File: src/rtl/buzzer_tone_gen.sv
// buzzer_tone_gen
//   Square-wave PWM generator for the piezo buzzer. A legal note request
//   (enable=1, MIN_FREQ <= freq <= MAX_FREQ) is latched, its period and
//   high-time are computed by one shared 1-bit-per-cycle restoring divider,
//   and the result is staged as a pending waveform. The pending waveform
//   starts at once if nothing is playing, otherwise at the next period wrap,
//   so a running period is never truncated or stretched.
//
// State table
//   IDLE  | no computation in progress (silent, or nothing left to do)
//   DIV_P | period = floor(CLK_HZ / freq_q), 32 divider steps
//   DIV_H | high   = floor(period * DUTY_PCT / 100), 32 divider steps
//   LOAD  | stage period/high as the pending waveform
//   RUN   | pending staged or applied; waveform runs until a new request
//
// Ports
//   clk          in   system clock
//   reset        in   asynchronous, active-high reset
//   enable       in   1 = play tone at freq, 0 = silence
//   freq         in   requested tone frequency in Hz
//   buzzer_out   out  registered PWM output
//   tone_active  out  1 while a valid waveform is being generated
module buzzer_tone_gen #(
  parameter int unsigned CLK_HZ   = 100_000_000,
  parameter int unsigned DUTY_PCT = 70,
  parameter int unsigned FREQ_W   = 20,
  parameter int unsigned MIN_FREQ = 20,
  parameter int unsigned MAX_FREQ = 20_000
) (
  input  logic              clk,
  input  logic              reset,
  input  logic              enable,
  input  logic [FREQ_W-1:0] freq,
  output logic              buzzer_out,
  output logic              tone_active
);

  typedef enum logic [2:0] {IDLE, DIV_P, DIV_H, LOAD, RUN} state_t;

  localparam logic [31:0] CLK_W  = 32'(CLK_HZ);
  localparam logic [31:0] DUTY_W = 32'(DUTY_PCT);

  state_t            state_q, state_d;
  logic [FREQ_W-1:0] freq_q, freq_d;
  logic [4:0]        div_cnt_q, div_cnt_d;
  logic [31:0]       rem_q, rem_d;
  logic [31:0]       quo_q, quo_d;
  logic [31:0]       period_calc_q, period_calc_d;
  logic [31:0]       pend_period_q, pend_period_d;
  logic [31:0]       pend_high_q, pend_high_d;
  logic              pend_valid_q, pend_valid_d;
  logic [31:0]       period_q, period_d;
  logic [31:0]       high_q, high_d;
  logic [31:0]       cnt_q, cnt_d;
  logic              tone_active_q, tone_active_d;
  logic              buzzer_q, buzzer_d;

  // Divider datapath: quo_q holds the remaining dividend bits and collects
  // quotient bits from the right; rem_q is the running remainder.
  logic [31:0] divisor;
  logic [32:0] shifted;
  logic [32:0] diff;
  logic        q_bit;
  logic [31:0] quo_next;
  logic [31:0] rem_next;
  logic [31:0] prod;

  assign divisor  = (state_q == DIV_H) ? 32'd100 : 32'(freq_q);
  assign shifted  = {rem_q, quo_q[31]};
  assign diff     = shifted - {1'b0, divisor};
  assign q_bit    = (shifted >= {1'b0, divisor});
  assign quo_next = {quo_q[30:0], q_bit};
  assign rem_next = q_bit ? diff[31:0] : shifted[31:0];
  assign prod     = quo_next * DUTY_W;

  logic legal;
  logic new_req;
  logic apply_ok;
  logic last_step;

  assign legal     = enable && (32'(freq) >= MIN_FREQ) && (32'(freq) <= MAX_FREQ);
  assign new_req   = legal && (freq != freq_q);
  // A newer request supersedes a staged-but-unapplied waveform.
  assign apply_ok  = pend_valid_q && !new_req;
  assign last_step = (div_cnt_q == 5'd31);

  always_comb begin
    state_d       = state_q;
    freq_d        = freq_q;
    div_cnt_d     = div_cnt_q;
    rem_d         = rem_q;
    quo_d         = quo_q;
    period_calc_d = period_calc_q;
    pend_period_d = pend_period_q;
    pend_high_d   = pend_high_q;
    pend_valid_d  = pend_valid_q;
    period_d      = period_q;
    high_d        = high_q;
    cnt_d         = cnt_q;
    tone_active_d = tone_active_q;
    buzzer_d      = tone_active_q && (cnt_q < high_q);

    // Waveform counter; pending values only take effect at a period wrap
    // or when nothing is currently playing.
    if (tone_active_q) begin
      if (cnt_q + 32'd1 == period_q) begin
        cnt_d = 32'd0;
        if (apply_ok) begin
          period_d     = pend_period_q;
          high_d       = pend_high_q;
          pend_valid_d = 1'b0;
        end
      end else begin
        cnt_d = cnt_q + 32'd1;
      end
    end else if (apply_ok) begin
      period_d      = pend_period_q;
      high_d        = pend_high_q;
      cnt_d         = 32'd0;
      tone_active_d = 1'b1;
      pend_valid_d  = 1'b0;
    end

    unique case (state_q)
      IDLE: ;
      DIV_P: begin
        rem_d     = rem_next;
        quo_d     = quo_next;
        div_cnt_d = div_cnt_q + 5'd1;
        if (last_step) begin
          period_calc_d = quo_next;
          rem_d         = 32'd0;
          quo_d         = prod;
          div_cnt_d     = 5'd0;
          state_d       = DIV_H;
        end
      end
      DIV_H: begin
        rem_d     = rem_next;
        quo_d     = quo_next;
        div_cnt_d = div_cnt_q + 5'd1;
        if (last_step) begin
          div_cnt_d = 5'd0;
          state_d   = LOAD;
        end
      end
      LOAD: begin
        pend_period_d = period_calc_q;
        pend_high_d   = quo_q;
        pend_valid_d  = 1'b1;
        state_d       = RUN;
      end
      RUN: ;
      default: state_d = IDLE;
    endcase

    // New note: restart the division from scratch (latest request wins).
    if (new_req) begin
      freq_d       = freq;
      state_d      = DIV_P;
      rem_d        = 32'd0;
      quo_d        = CLK_W;
      div_cnt_d    = 5'd0;
      pend_valid_d = 1'b0;
    end

    // Disable or out-of-range request silences everything, overriding all.
    if (!legal) begin
      state_d       = IDLE;
      freq_d        = '0;
      div_cnt_d     = 5'd0;
      pend_valid_d  = 1'b0;
      cnt_d         = 32'd0;
      tone_active_d = 1'b0;
      buzzer_d      = 1'b0;
    end
  end

  always_ff @(posedge clk or posedge reset) begin
    if (reset) begin
      state_q       <= IDLE;
      freq_q        <= '0;
      div_cnt_q     <= 5'd0;
      rem_q         <= 32'd0;
      quo_q         <= 32'd0;
      period_calc_q <= 32'd0;
      pend_period_q <= 32'd0;
      pend_high_q   <= 32'd0;
      pend_valid_q  <= 1'b0;
      period_q      <= 32'd0;
      high_q        <= 32'd0;
      cnt_q         <= 32'd0;
      tone_active_q <= 1'b0;
      buzzer_q      <= 1'b0;
    end else begin
      state_q       <= state_d;
      freq_q        <= freq_d;
      div_cnt_q     <= div_cnt_d;
      rem_q         <= rem_d;
      quo_q         <= quo_d;
      period_calc_q <= period_calc_d;
      pend_period_q <= pend_period_d;
      pend_high_q   <= pend_high_d;
      pend_valid_q  <= pend_valid_d;
      period_q      <= period_d;
      high_q        <= high_d;
      cnt_q         <= cnt_d;
      tone_active_q <= tone_active_d;
      buzzer_q      <= buzzer_d;
    end
  end

  assign buzzer_out  = buzzer_q;
  assign tone_active = tone_active_q;

endmodule
File: config.mk
export PLATFORM = sky130hd
export DESIGN_NAME = buzzer_tone_gen
export DESIGN_NICKNAME = d
export VERILOG_FILES = /design/src/rtl/buzzer_tone_gen.sv
export SDC_FILE = /design/constraint.sdc
export NUM_CORES = 1
export LEC_CHECK = 0
export ABC_CLOCK_PERIOD_IN_PS = 11000
export BUFFER_PORTS_ARGS = -buffer_cell sky130_fd_sc_hd__buf_2
export CAP_MARGIN = 25
export CORE_UTILIZATION = 50
export DETAILED_ROUTE_END_ITERATION = 6
export PLACE_DENSITY = 0.66
export SYNTH_ARGS = -nofsm -noshare
export SYNTH_HDL_FRONTEND = slang
export SYNTH_SLANG_ARGS = --single-unit
File: constraint.sdc
create_clock -name clk -period 11 [get_ports clk]
set_input_delay 0.55 -clock clk [delete_from_list [all_inputs] [get_ports clk]]
set_output_delay 0.55 -clock clk [all_outputs]
set_load 0.05 [all_outputs]
Word level (Yosys, flattened, before mapping)
Cells that the tools add are included.
{"block": "word_totals", "wordCells": 88, "inputBits": 23, "regBits": 287}
{"block": "op_classes", "n_reduce_logical": 12, "mux": 39, "add_sub_neg": 3, "n_eq_ne": 15, "n_mul": 1, "n_lt_le_gt_ge": 4}
{"operator": "two-way mux 32 bit", "count": 15}
{"operator": "case mux 32 bit (2 select lines)", "count": 2}
{"operator": "two-way mux 20 bit", "count": 3}
{"operator": "greater-or-equal comparator 33 x 20 -> 1 bit", "count": 1}
{"operator": "adder 32 x 1 -> 32 bit (second input constant)", "count": 1}
{"operator": "equality test 32 bit", "count": 1}
{"operator": "< comparator 32 bit", "count": 1}
{"operator": "multiplier 32 x 6 -> 31 bit (second input constant)", "count": 1}
{"operator": "subtractor 32 x 20 -> 32 bit", "count": 1}
{"operator": "greater-or-equal comparator 20 x 5 -> 1 bit (second input constant)", "count": 1}
{"operator": "<= comparator 20 x 15 -> 1 bit (second input constant)", "count": 1}
{"operator": "two-way mux 5 bit", "count": 4}
{"operator": "!= test 20 bit", "count": 1}
{"operator": "two-way mux 3 bit", "count": 4}
{"operator": "case mux 3 bit (4 select lines)", "count": 1}
{"operator": "two-way mux 1 bit", "count": 10}
{"operator": "!= test 3 x 2 -> 1 bit (second input constant)", "count": 3}
{"operator": "!= test 4 bit (second input constant)", "count": 2}
{"operator": "equality test 3 x 2 -> 1 bit (second input constant)", "count": 2}
{"operator": "adder 5 x 1 -> 5 bit (second input constant)", "count": 1}
{"operator": "equality test 5 bit (second input constant)", "count": 1}
{"operator": "logical AND 1 bit", "count": 5}
{"operator": "!= test 5 x 2 -> 1 bit (second input constant)", "count": 1}
{"operator": "!= test 2 x 1 -> 1 bit (second input constant)", "count": 2}
{"operator": "8 further kinds", "count": 9}

Logic depth before layout (Yosys ltp)
Gate-level depths: netlist (run 1).
{"block": "logic_depth", "ltp_word": 12, "ltp_mapped": 27, "ltp_nobuf": 24}

Least setup slack after synthesis (run 1)
OpenSTA, ideal clock, no wires.
{"block": "synth_path", "path_type": "register -> register", "start": "reg state_q[0]", "end": "reg quo_q[30]", "arrival_time_ns": 6.020, "path_buffers": 3, "t_required_ns": 10.901, "path_stages_with_launch": 28, "slack_ns": 4.881, "setup_ns": 0.099, "cell_sequence": "dfrtp_1 nand2b_1 or2_2 clkbuf_1 buf_1 nand2_1 ha_1 nor2b_1 o2111ai_1 a31oi_1 nor2_1 o21ai_0 a31oi_1 clkbuf_1 inv_1 ha_1 ha_1 ha_1 fa_1 a21o_1 a21oi_1 o21bai_1 a41o_1 a2111oi_0 o21ai_0 a21oi_1 nor2_1 a311oi_1"}
{"block": "synth_between", "elab_chain_cells": 7}
{"element": "start: declaration", "line_no": "43", "text": "state_t state_q, state_d;"}
{"element": "start signal: assignment", "line_no": "196", "text": "state_q <= state_d;"}
{"element": "equality test 3 x 2 -> 1 bit", "line_no": "68", "text": "assign divisor = (state_q == DIV_H) ? 32'd100 : 32'(freq_q);"}
{"element": "two-way mux 20 bit", "line_no": "68"}
{"element": "greater-or-equal comparator 33 x 20 -> 1 bit", "line_no": "71", "text": "assign q_bit = (shifted >= {1'b0, divisor});"}
{"element": "via q_bit", "line_no": "63", "text": "logic q_bit;"}
{"element": "multiplier 32 x 6 -> 31 bit", "line_no": "74", "text": "assign prod = quo_next * DUTY_W;"}
{"element": "two-way mux 32 bit", "line_no": "130", "text": "if (last_step) begin"}
{"element": "case mux 32 bit (2 select lines)", "line_no": "124", "text": "unique case (state_q)"}
{"element": "two-way mux 32 bit", "line_no": "158", "text": "if (new_req) begin"}
{"element": "end signal: assignment", "line_no": "200", "text": "quo_q <= quo_d;"}
{"element": "end: declaration", "line_no": "47", "text": "logic [31:0] quo_q, quo_d;"}
The timed path passes the listed nets, and every way through them passes these cells.
A chain may end at the register's enable or synchronous reset.

Worst setup path in the final report (run 1)
Same ends and word-level chain as after synthesis.

==> metrics.txt, run 1 <==
RSZ-0062 raised after global routing false; drt first-iter violations 683; number of diodes added for antenna fixing 0; Congestion Overflow GR 0; Die Span Y 194 µm; maximum clock insertion buffer count 3; top area cells in the synthesized netlist sky130_fd_sc_hd__dfrtp_1 (39%), sky130_fd_sc_hd__ha_1 (9.4%), sky130_fd_sc_hd__nand2_1 (4.9%); shortest period the worst path allows 6.71 ns; HPWL after DPL 30400 µm; Top Metal Used met4; Critical Path Sink Type flop; Arr. time, crit path 7.14 ns; PnR Total Power 4820 µW; result of the run complete, no violations; # H-tree levels 2; EDFF count, synth 0; number of gates resized after CTS 0; total count of hold-check failures in the final report 0; register bit total from synthesis 287; initial core utilization 0.513; DRC violations left 0; kind of critical path reg -> reg; Cell Pwr Density 240 mW/mm²; Final setup viols 0; via count of the first global-routing pass 13503; routed length on met1 20100 µm; relative contribution of the clock network to total power 0.245; detail-routed net length per standard cell 17.8 µm; unique cell type count in the Yosys netlist 77; area of the core 0.0359 mm²; overall track demand over capacity in global routing 0.234; Max Clock Skew 0.0149 ns; transition time of the tightest slew-check pin 0.943 ns; net count reported at finish 2087; share of cells above drive strength 1 0.125; most common cell in the netlist sky130_fd_sc_hd__dfrtp_1; classification of the worst-slack hold path in -> async; mean instance size in the synthesized netlist 9.66 µm²; Period Utilization, post-route 0.610; cts hold-fix bufs 0; P_int 2880 µW; worst reg2reg path endpoint quo_q[30]; data required time at the worst endpoint 11.43 ns; crit path max fanout 20; NetSw 1940 µW; initial antenna violation count 0; pins over their slew limit 0; clk slew on worst S/H paths 0.06 ns; Port Buffer Count 24; CP cell instances nand2b_1, or2_2, nand2_1, ha_1, nor2b_1, o2111ai_1, a31oi_1, nor2_1, o21ai_0, a31oi_4, inv_1, ha_1, ha_1, ha_1, fa_1, a21o_1, a21oi_1, o21bai_1, a41o_1, a2111oi_0, o21ai_0, a21oi_1, nor2_1, a311oi_1; CP max stage delay 0.72 ns; Worst R2R Setup Slack 4.29 ns; sw frac 0.402; pin count of the biggest net entering global routing 118; sequential fraction of the synthesis area 0.390; Cells after Synth 1906; async set-reset flop share out of synthesis 1.00; share of Yosys cell area claimed by the top area cell type 0.390; clock buffer count from CTS 34; io pins 25; Setup crit start kind flop; Final GP Congestion 0.900; achievable clock frequency 149 MHz; length of the first detailed-routing pass in iterations 6; master of the slowest instance on the critical path sky130_fd_sc_hd__a2111oi_0; Total Neg Setup Slack 0 ns; worst-case vdd ir drop 0.000171 V; netlist area before placement 0.0184 mm²; global-route wire length before repair 71300 µm; post-placement setup slack 4.37 ns; Leakage 0.00998 µW; Vias 13621; worst setup slack after layout 4.29 ns; Avg Vias per Cell 5.72; Post-CTS Repair Setup Buffers 0; insertion delay to the later sink of the worst-skew pair 0.53 ns; number of warnings printed during yosys synthesis 0; cell seen most often among critical-path stages sky130_fd_sc_hd__ha_1; clock tree from TritonCTS done; number of cells on the worst reg-to-reg path 24; sequential fraction of design power 0.257; Die ar. 0.0376 mm²; non-filler instance count after layout 2382; largest area contributor in the netlist sky130_fd_sc_hd__dfrtp_1; count of placed standard cells including taps 2323; CTS Root Buffer Type sky130_fd_sc_hd__clkbuf_16; top cells by instance count after synthesis sky130_fd_sc_hd__dfrtp_1 (287), sky130_fd_sc_hd__nand2_1 (242), sky130_fd_sc_hd__inv_1 (172); wire length reported by the detailed router 42500 µm; worst-case headroom to the max-slew limit 0.370; Comb power frac 0.498; Detail Route Antenna Nets 0; routed length on met3 1800 µm; primary flip-flop cell chosen by synthesis mapping sky130_fd_sc_hd__dfrtp_1; Area growth syn-to-layout 9.14%; clock tree sinks 287; Reg-to-Reg Start state_q[0]; number of maximum-capacitance constraint violations 0; number of placement rows 69; Met2 Routed Length 19400 µm; width of the die 194 µm
-- cell usage in the layout (no fill, tap or decap), drive strengths merged, types with 9 or more instances in the layout --
cell type	Yosys	layout
nor4	24	24
a311oi	9	9
a21o	38	38
nand3b	9	9
o21bai	9	9
o211ai	13	13
nand2	242	242
xor2	45	45
a31oi	14	14
o21ai	101	101
or4	10	10
or3	9	9
nor2b	15	15
nand4	32	32
clkbuf	63	49
and2	21	21
ha	139	139
buf	26	42
xnor2	70	70
mux2	128	128
nor2	84	84
nand2b	16	16
and3	12	12
nor3b	10	10
inv	172	172
a21oi	100	100
nand3	37	37
fa	26	26
dfrtp	287	287
mux2i	13	13
nor3	27	27
-- power by group through the flow --
stage	logic (µW)	registers, µW	clock network [µW]
after floorplan	1910	1190	0
after global placement	2350	1250	0
after detailed placement	2390	1260	0
after CTS	2400	1240	1210
after global routing	2740	1250	1250
final	2400	1240	1180
-- per-stage QoR --
stage | hold slack, ns | utilization | cell area (µm²)
2_1_floorplan | 0.442 | - | 18400
3_3_place_gp | 0.454 | 0.526 | 18900
3_5_place_dp | 0.460 | 0.526 | 18900
4_1_cts | 0.214 | 0.559 | 20100
5_1_grt | 0.251 | 0.560 | 20100
6_report | 0.203 | 0.560 | 20100
-- worst max-delay path, delay by kind of cell (launching register included) --
| kind | cells | cell delay (ns) |
|---|---|---|
| simple gates | 6 | 1.38 |
| flops | 1 | 0.40 |
| compound gates | 12 | 3.38 |
| fa+ha+maj | 5 | 1.29 |
| buf+inv | 1 | 0.15 |
-- logic make-up (layout without fill, tap and decap cells) --
group / count (synthesis) / after routing / synth area share
AOI/OAI and AO/OA: 367 / 367 / 0.128
xor gates and xnor gates: 116 / 116 / 0.0560
DFF: 287 / 287 / 0.390
muxes: 141 / 141 / 0.0975
other: 1 / 5 / 0.000204
buffers and inverters: 261 / 272 / 0.0564
adders and majority gates: 165 / 165 / 0.123
and+or+nand+nor: 568 / 568 / 0.150
-- layout make-up --
class | instances | area [µm²]
Clock inverter | 9 | 153
Sequential cell | 287 | 7180
Timing Repair Buffer | 42 | 263
Multi-Input combinational cell | 1362 | 10200
Inverter | 172 | 653
Tap cell | 461 | 577
Fill cell | 3163 | 15800
Clock buffer | 49 | 1030
-- state kept, by name, summed over array words and instances, names as in the netlist --
register	cells
state_q	3
pend_high_q	32
freq_q	20
cnt_q	32
period_q	32
rem_q	32
high_q	32
buzzer_out	1
pend_valid_q	1
tone_active	1
period_calc_q	32
quo_q	32
pend_period_q	32
div_cnt_q	5
-- layer usage --
layer  vias up  track usage
met5         -            0
met4         0       0.0750
met3        72       0.0296
met2       278        0.371
met1      6629        0.332
li1       6642            -
-- how the worst max path moves through the flow --
| stage | endpoint | cells after the start | slack, ns | from |
|---|---|---|---|---|
| floorplan | buzzer_out | 1 | 2.53 | reset |
| global placement | quo_q[30] | 24 | 4.45 | state_q[0] |
| detailed placement | quo_q[30] | 24 | 4.37 | state_q[0] |
| CTS | quo_q[30] | 24 | 4.35 | state_q[0] |
| global route | quo_q[30] | 24 | 3.84 | state_q[0] |
| finish | quo_q[30] | 24 | 4.29 | state_q[0] |
Note: power is estimated with default switching activity, not from simulation.
==> run 2: changes to the inputs <==
- ABC_AREA: not set -> 1
- ABC_CLOCK_PERIOD_IN_PS: 11000 -> 6800
- clock period: 11 -> 6.8 ns (I/O delays scaled with it)
==> metrics.txt, run 2 <==
worst reg2reg path endpoint quo_q[24]; Post-CTS Repair Setup Buffers 0; number of placement rows 71; Critical Path Sink Type flop; clock tree from TritonCTS done; drt first-iter violations 1052; top cells by instance count after synthesis sky130_fd_sc_hd__nand2_1 (747), sky130_fd_sc_hd__inv_1 (400), sky130_fd_sc_hd__dfrtp_1 (287); maximum clock insertion buffer count 3; classification of the worst-slack hold path in -> reg; Hold WS 0.0449 ns; pins over their slew limit 0; result of the run complete, but fails checks; Reg-to-Reg Start state_q[1]; primary flip-flop cell chosen by synthesis mapping sky130_fd_sc_hd__dfrtp_1; number of cells on the worst reg-to-reg path 28; netlist area before placement 0.0191 mm²; clk slew on worst S/H paths 0.06 ns; DRC violations left 5; EDFF count, synth 0; core occupancy in the finished layout 0.556; Die Span Y 197 µm; data required time at the worst endpoint 7.24 ns; overall track demand over capacity in global routing 0.276; crit path max fanout 22; wire length reported by the detailed router 51800 µm; initial core utilization 0.507; number of gates resized after CTS 0; mean instance size in the synthesized netlist 7.35 µm²; depth of the worst hold-timing path 3; most common library cell in the layout ignoring fill and taps sky130_fd_sc_hd__nand2_1; share of cells above drive strength 1 0.0526; Period Utilization, post-route 0.784; master of the slowest instance on the critical path sky130_fd_sc_hd__inv_1; HPWL after DPL 37900 µm; non-filler instance count after layout 3134; via count of the first global-routing pass 16167; Cell Pwr Density 328 mW/mm²; shortest period the worst path allows 5.33 ns; Leakage 0.0106 µW; async set-reset flop share out of synthesis 1.00; # H-tree levels 2; most common cell in the netlist sky130_fd_sc_hd__nand2_1; pin count of the biggest net entering global routing 178; achievable clock frequency 188 MHz; number of maximum-capacitance constraint violations 0; width of the die 197 µm; Congestion Overflow GR 0; Arr. time, crit path 5.77 ns; Max Clock Skew 0.0191 ns; CP max stage delay 0.51 ns; top library cells by usage in the layout, fill and taps aside sky130_fd_sc_hd__nand2_1 (746), sky130_fd_sc_hd__inv_1 (397), sky130_fd_sc_hd__dfrtp_1 (287); failing checks DRC; RSZ-0062 raised after global routing false; Port Buffer Count 24; top area cells in the synthesized netlist sky130_fd_sc_hd__dfrtp_1 (38%), sky130_fd_sc_hd__nand2_1 (15%), sky130_fd_sc_hd__ha_1 (9.1%); Detail Route Antenna Nets 0; io pins 25; insertion delay to the later sink of the worst-skew pair 0.55 ns; share of Yosys cell area claimed by the top area cell type 0.377; global-route wire length before repair 84900 µm; hold wc startpoint freq[0]; kind of critical path reg -> reg; initial antenna violation count 0; clock tree sinks 287; sequential fraction of the synthesis area 0.377; clock buffer count from CTS 35; number of diodes added for antenna fixing 0; PnR Total Power 6860 µW; Final GP Congestion 0.955; transition time of the tightest slew-check pin 1.10 ns; Die ar. 0.0389 mm²; cts hold-fix bufs 1; number of warnings printed during yosys synthesis 0; Area growth syn-to-layout 9.73%; cell seen most often among critical-path stages sky130_fd_sc_hd__nand2_1; largest area contributor in the netlist sky130_fd_sc_hd__dfrtp_1; CTS Root Buffer Type sky130_fd_sc_hd__clkbuf_16; Worst R2R Setup Slack 1.47 ns; unique cell type count in the Yosys netlist 49; Avg Vias per Cell 5.29; detail-routed net length per standard cell 16.5 µm; register bit total from synthesis 287; total count of hold-check failures in the final report 0; Setup crit start kind flop; Worst Hold End freq_q[0]; Final setup viols 0; net count reported at finish 2788; length of the first detailed-routing pass in iterations 7; worst-case headroom to the max-slew limit 0.265; Cells after Synth 2593; Total Neg Setup Slack 0 ns; count of placed standard cells including taps 3072; worst-case vdd ir drop 0.000371 V; Vias 16580; area of the core 0.0376 mm²
## run 2: cell count changes after synthesis, moves of 23 or more
| cell | change |
|---|---|
| sky130_fd_sc_hd__mux2_2 | -68 |
| sky130_fd_sc_hd__inv_1 | +228 |
| sky130_fd_sc_hd__xor2_1 | -23 |
| sky130_fd_sc_hd__a21o_1 | -34 |
| sky130_fd_sc_hd__nand3_1 | +123 |
| sky130_fd_sc_hd__o21ai_0 | +111 |
| sky130_fd_sc_hd__mux2_4 | -60 |
| sky130_fd_sc_hd__xnor2_1 | -37 |
| sky130_fd_sc_hd__nand2_1 | +505 |
| sky130_fd_sc_hd__nor2_1 | +117 |
## run 2: worst max path at each step
stage | start | depth (start not counted) | end
floorplan | state_q[1] | 32 | quo_q[24]
global placement | state_q[1] | 28 | quo_q[24]
detailed placement | state_q[1] | 28 | quo_q[24]
CTS | state_q[1] | 28 | quo_q[24]
global route | state_q[1] | 27 | quo_q[23]
finish | state_q[1] | 28 | quo_q[24]
## run 2: logic make-up after synthesis
logic type	after synthesis	synth area share
flip-flops	287	0.377
AND/OR/NAND/NOR	1215	0.267
buffers and inverters	477	0.0987
other	1	0.000197
XOR/XNOR	57	0.0277
AO/OA/AOI/OAI	391	0.111
adder cells (fa/ha/maj)	165	0.119
## run 2: cell type report
class	instances	area [µm²]
clock buffer	45	963
inverter	402	1510
sequential	287	7180
fill	3570	16700
timing repair buffer	41	295
clock inverter	15	293
multi-input combinational	1833	10000
tap	511	639
## run 2: where the power goes
part	switching [µW]	internal [µW]
clock network	774	1270
registers	133	1800
logic	1900	975
## run 2: through the flow
stage / area, µm² / setup slack, ns
4_1_cts: 20900 / 1.45
5_1_grt: 20900 / 0.872
3_5_place_dp: 19600 / 1.45
2_1_floorplan: 19100 / 1.59
6_report: 20900 / 1.47
3_3_place_gp: 19600 / 1.50
## run 2: metal layers
layer	up-vias	track usage	wire length (µm)
met5	-	0	0
met4	0	0.0890	1470
met3	92	0.0352	2440
met2	373	0.447	23800
met1	7837	0.382	24100
li1	8278	-	-
## run 2: worst max-delay path, delay by kind of cell (launching register included)
kind	cells	cell delay, ns
AOI/OAI and AO/OA	4	0.62
and+or+nand+nor	18	2.18
DFF	1	0.40
adders and majority gates	4	1.40
buffers and inverters	2	0.60
==> run 3: changes to the inputs <==
- ABC_CLOCK_PERIOD_IN_PS: 6800 -> 5000
- clock period: 6.8 -> 5 ns (I/O delays scaled with it)
==> metrics.txt, run 3 (synthesis gave the netlist of run 2 again) <==
worst reg2reg path endpoint quo_q[24]; Setup crit end quo_q[24]; transition time of the tightest slew-check pin 0.983 ns; kind of critical path reg -> reg; worst-case headroom to the max-slew limit 0.344; master of the slowest instance on the critical path sky130_fd_sc_hd__fa_1; Critical Path Sink Type flop; drt first-iter violations 1249; Leakage 0.0107 µW; clock tree from TritonCTS done; result of the run complete, no violations; most common library cell in the layout ignoring fill and taps sky130_fd_sc_hd__nand2_1; # H-tree levels 2; area of the core 0.0376 mm²; overall track demand over capacity in global routing 0.273; Worst R2R Setup Slack 0.29 ns; Final setup viols 0; length of the first detailed-routing pass in iterations 6; Post-CTS Repair Setup Buffers 0; number of cells on the worst reg-to-reg path 29; pins over their slew limit 0; number of diodes added for antenna fixing 0; worst-case vdd ir drop 0.000499 V; width of the die 197 µm; Reg-to-Reg Start state_q[1]; Setup crit start kind flop; initial antenna violation count 0; clock buffer count from CTS 35; CP max stage delay 0.43 ns; global-route wire length before repair 84200 µm; RSZ-0062 raised after global routing true; HPWL after DPL 37700 µm; Final GP Congestion 0.929; clock tree sinks 287; share of cells above drive strength 1 0.0590; io pins 25; classification of the worst-slack hold path in -> reg; Arr. time, crit path 5.16 ns; cell seen most often among critical-path stages sky130_fd_sc_hd__nand2_1; Die ar. 0.0389 mm²; total count of hold-check failures in the final report 0; Congestion Overflow GR 0; CTS Root Buffer Type sky130_fd_sc_hd__clkbuf_16; post-placement setup slack 0.0612 ns; Hold WS 0.0251 ns; pin count of the biggest net entering global routing 135; clk slew on worst S/H paths 0.06 ns; Vias 16759; shortest period the worst path allows 4.71 ns; achievable clock frequency 212 MHz; core occupancy in the finished layout 0.560; Port Buffer Count 24; number of placement rows 71; worst setup slack after layout 0.288 ns; Period Utilization, post-route 0.942; DRC violations left 0; number of maximum-capacitance constraint violations 0; net count reported at finish 2810; Detail Route Antenna Nets 0; Avg Vias per Cell 5.31; Area growth syn-to-layout 10.3%; top library cells by usage in the layout, fill and taps aside sky130_fd_sc_hd__nand2_1 (745), sky130_fd_sc_hd__inv_1 (397), sky130_fd_sc_hd__dfrtp_1 (287); number of fill cells in the layout 3624; detail-routed net length per standard cell 16.1 µm; via count of the first global-routing pass 16289; wire length reported by the detailed router 50800 µm; Max Clock Skew 0.0217 ns; maximum clock insertion buffer count 3; Cell Pwr Density 433 mW/mm²; initial core utilization 0.507; crit path max fanout 19; worst setup path startpoint state_q[1]; data required time at the worst endpoint 5.45 ns; insertion delay to the later sink of the worst-skew pair 0.56 ns; Die Span Y 197 µm
==> run 3: per-layer routing <==
metal	track usage	vias up	wire [µm]
li1	-	8343	-
met1	0.377	7918	23500
met2	0.438	401	23000
met3	0.0364	97	2720
met4	0.0982	0	1610
met5	0	-	0
==> run 3: how the worst min path moves through the flow <==
stage	startpoint	to	slack, ns	cells after the start
2_1_floorplan	freq[0]	freq_q[0]	0.36	2
3_3_place_gp	high_q[13]	high_q[13]	0.46	2
3_5_place_dp	high_q[18]	high_q[18]	0.46	2
4_1_cts	freq[3]	freq_q[3]	0.002	3
5_1_grt	freq[3]	freq_q[3]	0.02	3
6_report	freq[3]	freq_q[3]	0.03	3
==> run 3: critical path: cells and delay by family (launching register included) <==
family          cells  cell delay (ns)
simple gates       18             1.90
fa+ha+maj           4             1.35
compound gates      4             0.61
flops               1             0.38
buf+inv             3             0.37
==> run 3: where the power goes <==
| part | leakage, µW | internal, µW | switching, µW | total, µW |
|---|---|---|---|---|
| Combinational | 0.00619 | 1390 | 2600 | 4000 |
| Clock | 0.000538 | 1470 | 1010 | 2490 |
| Sequential | 0.00393 | 2450 | 173 | 2620 |
| Total | 0.0107 | 5320 | 3790 | 9110 |
==> run 3: what timing repair did <==
item / CTS / global route
hold endpoints to repair: 107 / 0
hold buffers: 14 / 0
gates resized for setup: 0 / 17
setup endpoints to repair: 0 / 21
==> run 3: final cells by class <==
class / instances / area [µm²] / share of cell area
Inverter: 402 / 1510 / 0.0719
Tap cell: 511 / 639 / 0.0304
Clock inverter: 13 / 141 / 0.00672
Multi-Input combinational cell: 1833 / 10100 / 0.480
Sequential cell: 287 / 7180 / 0.342
Clock buffer: 47 / 972 / 0.0462
Timing Repair Buffer: 63 / 485 / 0.0231
==> run 3: through the flow <==
| step | setup TNS, ns | instances | cell area [µm²] | power [µW] |
|---|---|---|---|---|
| 6_report | 0 | 3156 | 21000 | 9110 |
| 5_1_grt | -0.0734 | 3156 | 21000 | 9870 |
| 4_1_cts | 0 | 3156 | 21000 | 9070 |
| 3_5_place_dp | 0 | 3082 | 19700 | 6540 |
| 3_3_place_gp | 0 | 3082 | 19700 | 6540 |
| 2_1_floorplan | 0 | 2597 | 19100 | 5500 |
